[src/rtl/pipe_perf_monitor.sv]
// pipe_perf_monitor: per-channel pipeline event counters (stall/flush/retire)
// with a cycle-bounded run window, a snapshot shadow bank and a registered
// read port. Live counters only advance in RUN; shadows load on snap_i and
// are read with one cycle of latency.
module pipe_perf_monitor #(
  parameter int NUM_EVT  = 4,
  parameter int CNT_W    = 32,
  parameter int SATURATE = 1,
  parameter int SEL_W    = 5
) (
  input  logic               clk_i,
  input  logic               rst_i,
  input  logic               start_i,
  input  logic [NUM_EVT-1:0] evt_i,
  input  logic [NUM_EVT-1:0] evt_mask_i,
  input  logic               limit_en_i,
  input  logic [CNT_W-1:0]   limit_i,
  input  logic               clear_i,
  input  logic               snap_i,
  input  logic [SEL_W-1:0]   rd_sel_i,
  output logic [CNT_W-1:0]   rd_data_o,
  output logic [CNT_W-1:0]   cycle_o,
  output logic               running_o,
  output logic               done_o,
  output logic [NUM_EVT-1:0] ovf_o,
  output logic               snap_valid_o
);

  localparam logic [1:0] ST_IDLE = 2'd0;
  localparam logic [1:0] ST_RUN  = 2'd1;
  localparam logic [1:0] ST_DONE = 2'd2;

  // Next value of a counter: all-ones either sticks or wraps to zero.
  function automatic logic [CNT_W-1:0] cnt_next(input logic [CNT_W-1:0] val);
    if ((SATURATE != 0) && (&val)) begin
      return val;
    end else begin
      return val + CNT_W'(1);
    end
  endfunction

  // An increment attempted at all-ones is an overflow in both modes.
  function automatic logic cnt_at_max(input logic [CNT_W-1:0] val);
    return &val;
  endfunction

  logic [1:0]         state_r;
  logic [1:0]         state_nxt_s;
  logic [CNT_W-1:0]   cycle_r;
  logic [CNT_W-1:0]   cycle_nxt_s;
  logic [CNT_W-1:0]   limit_r;
  logic [CNT_W-1:0]   limit_nxt_s;
  logic [CNT_W-1:0]   cnt_r     [NUM_EVT];
  logic [CNT_W-1:0]   cnt_nxt_s [NUM_EVT];
  logic [NUM_EVT-1:0] ovf_r;
  logic [NUM_EVT-1:0] ovf_nxt_s;
  logic [CNT_W-1:0]   shadow_r  [NUM_EVT+1];
  logic               snap_valid_r;
  logic [CNT_W-1:0]   rd_mux_s;
  logic [CNT_W-1:0]   rd_data_r;

  // Next-state and counter-update logic; clear_i overrides everything.
  always_comb begin
    state_nxt_s = state_r;
    cycle_nxt_s = cycle_r;
    limit_nxt_s = limit_r;
    ovf_nxt_s   = ovf_r;
    for (int k = 0; k < NUM_EVT; k++) begin
      cnt_nxt_s[k] = cnt_r[k];
    end
    if (clear_i) begin
      state_nxt_s = ST_IDLE;
      cycle_nxt_s = {CNT_W{1'b0}};
      limit_nxt_s = {CNT_W{1'b0}};
      ovf_nxt_s   = {NUM_EVT{1'b0}};
      for (int k = 0; k < NUM_EVT; k++) begin
        cnt_nxt_s[k] = {CNT_W{1'b0}};
      end
    end else begin
      case (state_r)
        ST_IDLE: begin
          if (start_i) begin
            limit_nxt_s = limit_i;
            // A zero-length bounded run finishes without counting a cycle.
            if (limit_en_i && (limit_i == {CNT_W{1'b0}})) begin
              state_nxt_s = ST_DONE;
            end else begin
              state_nxt_s = ST_RUN;
            end
          end else begin
            state_nxt_s = ST_IDLE;
          end
        end
        ST_RUN: begin
          cycle_nxt_s = cnt_next(cycle_r);
          for (int k = 0; k < NUM_EVT; k++) begin
            if (evt_i[k] && evt_mask_i[k]) begin
              cnt_nxt_s[k] = cnt_next(cnt_r[k]);
              ovf_nxt_s[k] = ovf_r[k] | cnt_at_max(cnt_r[k]);
            end else begin
              cnt_nxt_s[k] = cnt_r[k];
              ovf_nxt_s[k] = ovf_r[k];
            end
          end
          // Limit compares against the post-increment count, so this
          // cycle's events are still counted before stopping.
          if (limit_en_i && (cycle_nxt_s == limit_r)) begin
            state_nxt_s = ST_DONE;
          end else begin
            state_nxt_s = ST_RUN;
          end
        end
        ST_DONE: begin
          state_nxt_s = ST_DONE;
        end
        default: begin
          state_nxt_s = ST_IDLE;
        end
      endcase
    end
  end

  // State, live counters, limit and sticky overflow flags.
  always_ff @(posedge clk_i or negedge rst_i) begin
    if (!rst_i) begin
      state_r <= ST_IDLE;
      cycle_r <= {CNT_W{1'b0}};
      limit_r <= {CNT_W{1'b0}};
      ovf_r   <= {NUM_EVT{1'b0}};
      for (int k = 0; k < NUM_EVT; k++) begin
        cnt_r[k] <= {CNT_W{1'b0}};
      end
    end else begin
      state_r <= state_nxt_s;
      cycle_r <= cycle_nxt_s;
      limit_r <= limit_nxt_s;
      ovf_r   <= ovf_nxt_s;
      for (int k = 0; k < NUM_EVT; k++) begin
        cnt_r[k] <= cnt_nxt_s[k];
      end
    end
  end

  // Shadow bank captures live values as they stand before this edge.
  always_ff @(posedge clk_i or negedge rst_i) begin
    if (!rst_i) begin
      snap_valid_r <= 1'b0;
      for (int k = 0; k <= NUM_EVT; k++) begin
        shadow_r[k] <= {CNT_W{1'b0}};
      end
    end else if (clear_i) begin
      snap_valid_r <= 1'b0;
      for (int k = 0; k <= NUM_EVT; k++) begin
        shadow_r[k] <= {CNT_W{1'b0}};
      end
    end else if (snap_i) begin
      snap_valid_r <= 1'b1;
      for (int k = 0; k < NUM_EVT; k++) begin
        shadow_r[k] <= cnt_r[k];
      end
      shadow_r[NUM_EVT] <= cycle_r;
    end else begin
      snap_valid_r <= snap_valid_r;
    end
  end

  // Read mux: event shadows, then cycle shadow at NUM_EVT, zero above.
  always_comb begin
    rd_mux_s = {CNT_W{1'b0}};
    for (int i = 0; i <= NUM_EVT; i++) begin
      rd_mux_s = (rd_sel_i == SEL_W'(i)) ? shadow_r[i] : rd_mux_s;
    end
  end

  // Registered read port; a same-edge snap is seen one cycle later.
  always_ff @(posedge clk_i or negedge rst_i) begin
    if (!rst_i) begin
      rd_data_r <= {CNT_W{1'b0}};
    end else begin
      rd_data_r <= rd_mux_s;
    end
  end

  assign rd_data_o    = rd_data_r;
  assign cycle_o      = cycle_r;
  assign running_o    = (state_r == ST_RUN);
  assign done_o       = (state_r == ST_DONE);
  assign ovf_o        = ovf_r;
  assign snap_valid_o = snap_valid_r;

endmodule
[config.mk]
export PLATFORM = sky130hd
export DESIGN_NAME = pipe_perf_monitor
export DESIGN_NICKNAME = d
export VERILOG_FILES = /design/src/rtl/pipe_perf_monitor.sv
export SDC_FILE = /design/constraint.sdc
export NUM_CORES = 1
export LEC_CHECK = 0
export BUFFER_PORTS_ARGS = -buffer_cell sky130_fd_sc_hd__buf_2
export CAP_MARGIN = 20
export CORE_UTILIZATION = 25
export CTS_CLUSTER_SIZE = 30
export DETAILED_ROUTE_END_ITERATION = 8
export PLACE_DENSITY = 0.47
export SLEW_MARGIN = 10
export SYNTH_ARGS = -nofsm -noshare
export SYNTH_HDL_FRONTEND = slang
export SYNTH_SLANG_ARGS = --single-unit
[constraint.sdc]
create_clock -name clk_i -period 4.49 [get_ports clk_i]
set_clock_uncertainty 0.15 [all_clocks]
set_input_delay 0 -clock clk_i [delete_from_list [all_inputs] [get_ports clk_i]]
set_output_delay 0 -clock clk_i [all_outputs]
set_load 0.1 [all_outputs]
==> results.env <==
PLACE.PORT_BUFFERS=121
FIN_NETS=2127
CP_DATA_ARRIVAL_TIME_NS=4.63
WORSTSKEWPAIRLATENCY_NS=0.60
SLEW_HEADROOM=0.2764
DRIVE_GT1_FRAC=0.1192
SYNTH_EDF_COUNT=0
DIE-AREA_MM2=0.07832
CLOCK_POWER_SHARE=0.471
CORE_AREA_MM2=0.07620
LEAKAGE_nW=10.69
CRITPATHSLOWESTCELL='or4_4'
FINALWIRELENGTH_UM=64460
P_INT_mW=5.938
POST_SYNTH_TOP_FLOP='dfrtp_1'
CRITPATHCAPTURETYPE='register'
PATH_CLASS='register to register'
GRT_SETUP_UNREPAIRED='false'
WORST-ENDPOINT-REQUIRED_NS=4.85
CTS.REPORTEDPATHS.CLKPINSLEW_NS=0.06
FIRST_ITER_VIOLATIONS=1072
DRV_CAP=0
DP.FINAL_HPWL_UM=44620
REG2REG_TO='state_r[1]$_DFF_PN0_'
NUMCLOCKSINKS=391
R2R.WORST_PATH.CELLS=9
CRITICAL_PATH_CELL_COUNT=9
DRT_DRC_VIOLATIONS_LEFT=0
CRIT_PATH_START='cycle_o[8]$_DFFE_PN0P_'
CP-ENDPOINT='state_r[1]$_DFF_PN0_'
CRIT-REG2REG-LAUNCH='cycle_o[8]$_DFFE_PN0P_'
TIMING.FINAL.CRIT_PERIOD_NS=4.274
SYNTHDISTINCTLIBCELLS=63
CP_COMMON_CELL='nand3_1'
HOLD_VIOLATIONS=7
WORST_HOLD_CHECK_SLACK_NS=-0.02300
LAYOUT.CELLS.MOST_COMMON_LIST='dfrtp_1 (391), nor2_1 (336), mux2i_1 (209)'
TIMING.HOLD.WORST.CLASS='input port to async pin'
SETUP_TNS_NS=0
HTREE_LEVELS=2
DIE_H_UM=279.9
SYNTH.NET_COUNT=1970
TIMING.FINAL.MAX_SLEW_VIOLATIONS=0
CP_SLOWEST_STAGE_DELAY_NS=0.79
FIRST_PASS_ITERS=6
CRIT_BUF_INV=1
GRT_PASS1_WL_UM=97710
CELLPOWERDENSITY_mW_PER_MM2=341.1
CTS_SETUP_BUFFERS=0
SHARE_SEQ_OF_TOTAL_POWER=0.451
GRT_MAX_DEGREE=181
COMB_POWER_SHARE=0.078
CTS-BUFFERS-INSERTED=46
RESULT_OF_THE_RUN='finished, violations left'
FMAXACHIEVABLE_MHz=234.0
DETAIL_ROUTE.WL_PER_CELL_UM=20.55
TRITONCTS_CLOCK_TREE='built'
ASYNC_RESET_FF_FRAC=1.000
TIMING.FINAL.SETUP_VIOLATIONS=0
RESIDUAL_OVERFLOW_FROM_GLOBAL_ROUTING=0
CRITICAL_PATH_PEAK_FANOUT=11
CTS_BUFFER_DEPTH=3
WORST_SETUP_START_KIND='register'
CRITICAL-PATH-TOP-DELAY-FAMILY='simple AND/OR/NAND/NOR gates'
YOSYSSEQAREASHARE=0.5069
MOSTFREQUENTLAYOUTCELL='dfrtp_1'
NUM_ROWS=101
POWER.IR.VDD_WORST_V=0.0002857
GRTUSAGETOTAL=0.1638
RRSETUPSLACK_NS=0.22
DETAIL_ROUTE_ANTENNA_NETS=0
VIOLATIONS='hold timing'
WORSTMARGINPINSLEW_NS=1.085
DIE-WIDTH_UM=279.9
CTS.ROOT.BUFFER_CELL='clkbuf_16'
IO_PINS=122
SWITCHING_SHARE=0.2555
SYN2LAYOUT_AREA_GROWTH_PCT=21.14
SYN_AVG_CELL_AREA_UM2=10.08
START_UTIL=0.2533
YS_SEQ_ELEMENTS=391
SYNTHESIS.AREA_MM2=0.01930
CRITICAL_PATH.CELL_CHAIN='nand3_1, or4_4, nor4b_1, a21o_1, nand3_1, nor4_1, nand3b_1, o32ai_1, dlygate4sd3_1'
INITIAL_ANTENNA_VIOLATION_COUNT=2
VIAS=15186
FINALWEIGHTEDCONGESTION=0.8932
VIAS_PER_CELL=4.842
SYNTH_CELLS=1914
SYNTH.YOSYS.WARNINGS=0
POWER.SWITCHING_mW=2.038
PART_OF_THE_CYCLE_THE_WORST_PATH_NEEDS=0.9518
FILLERINSTANCES=7948
VIAS_IN_THE_FIRST_GLOBAL_ROUTE=15034
per-layer routing:
metal | wire (µm) | part of all wire | global-route usage | up-vias
met4 | 1754 | 0.027 | 0.05072 | 0
met1 | 30820 | 0.48 | 0.2331 | 7709
met5 | 0 | 0 | 0 | -
met3 | 2336 | 0.036 | 0.01902 | 86
met2 | 29540 | 0.46 | 0.2586 | 330
li1 | - | - | - | 7061
sequential cells by signal (all words and copies together) (netlist names):
signal and count:
limit_r 32, ovf_o 4, shadow_r 160, snap_valid_o 1, rd_data_o 32, cnt_r 128, state_r 2, cycle_o 32
through the flow:
step	cell area (µm²)	utilization	cells	power (mW)	setup slack (ns)
floorplan	19300	-	1914	3.978	0.7604
global placement	21020	0.2759	2971	4.230	0.6629
detailed placement	21020	0.2759	2971	4.231	0.6019
CTS	23380	0.3068	3135	8.115	0.1217
global route	23380	0.3068	3135	8.276	0.02298
finish	23380	0.3069	3136	7.976	0.2162
logic make-up (layout without fill, tap and decap cells):
| family | Yosys count | after routing | share of synthesized area |
|---|---|---|---|
| compound gates | 253 | 253 | 0.08699 |
| other cells | 0 | 1 | 0 |
| simple gates | 749 | 749 | 0.1901 |
| xor+xnor | 163 | 163 | 0.07396 |
| flops | 391 | 391 | 0.5069 |
| fa+ha+maj | 5 | 5 | 0.003241 |
| mux | 212 | 212 | 0.1101 |
| buf+inv | 141 | 332 | 0.02865 |
what timing repair did:
item	CTS	global route
endpoints found under the hold margin	412	0
setup endpoints to repair	0	1
hold buffers	82	0
gates resized for setup	0	1
worst reg2reg max path: stages (launching register included):
cell	delay, ns
dfrtp_1	0.56
nand3_1	0.50
or4_4	0.80
nor4b_1	0.58
a21o_1	0.21
nand3_1	0.08
nor4_1	0.45
nand3b_1	0.13
o32ai_1	0.14
dlygate4sd3_1	0.60
cell usage after synthesis, drive strengths merged (5+ instances only):
cell type  instances  area share
a22o              32       0.015
nor4              26       0.010
buf               26      0.0063
nand4             54       0.019
inv               18      0.0035
a22oi             14      0.0054
nor3              28      0.0073
a211oi             5      0.0019
or4               11      0.0047
xnor2             56       0.025
mux2i            209        0.11
and4              21      0.0095
nand3b             5      0.0019
and3              41       0.013
nand3             66       0.017
o2111ai            5      0.0023
nor2             336       0.065
o21ai             61       0.016
and2              11      0.0036
xor2             107       0.049
ha                 5      0.0032
a221oi            12      0.0054
dfrtp            391        0.51
a21o              14      0.0054
or2                6      0.0019
clkbuf            97       0.019
nand2b             7      0.0023
o21a               5      0.0019
nand2             88       0.017
or3               34       0.011
a21oi             78       0.020
cell type report:
type | count | area [µm²] | share of cell area
antenna | 1 | 2.502 | 0.0001070
clock buffer | 66 | 1356 | 0.05800
clock inverter | 16 | 161.4 | 0.006902
inverter | 18 | 67.56 | 0.002889
multi-input combinational | 1382 | 8991 | 0.3845
sequential | 391 | 9784 | 0.4184
tap | 1030 | 1289 | 0.05511
timing repair buffer | 232 | 1732 | 0.07405
power by group through the flow:
stage	registers [mW]	clock network, mW	logic (mW)
after floorplan	3.71	0	0.269
after global placement	3.66	0	0.566
after detailed placement	3.66	0	0.568
after CTS	3.60	3.88	0.636
after global routing	3.60	4.00	0.676
final	3.60	3.75	0.624
how the worst min path moves through the flow:
stage          startpoint                       end  slack (ns)  depth (start not counted)
2_1_floorplan       rst_i      cnt_r[0]$_DFFE_PN0P_       -0.45                          0
3_3_place_gp        rst_i  snap_valid_o$_DFFE_PN0P_       -0.10                          1
3_5_place_dp        rst_i  snap_valid_o$_DFFE_PN0P_       -0.09                          1
4_1_cts          evt_i[2]     cnt_r[46]$_DFFE_PN0P_       0.003                          6
5_1_grt             rst_i  shadow_r[36]$_DFFE_PN0P_        0.04                          3
6_report            rst_i  snap_valid_o$_DFFE_PN0P_       -0.02                          3
Note: power is estimated with default switching activity, not from simulation.
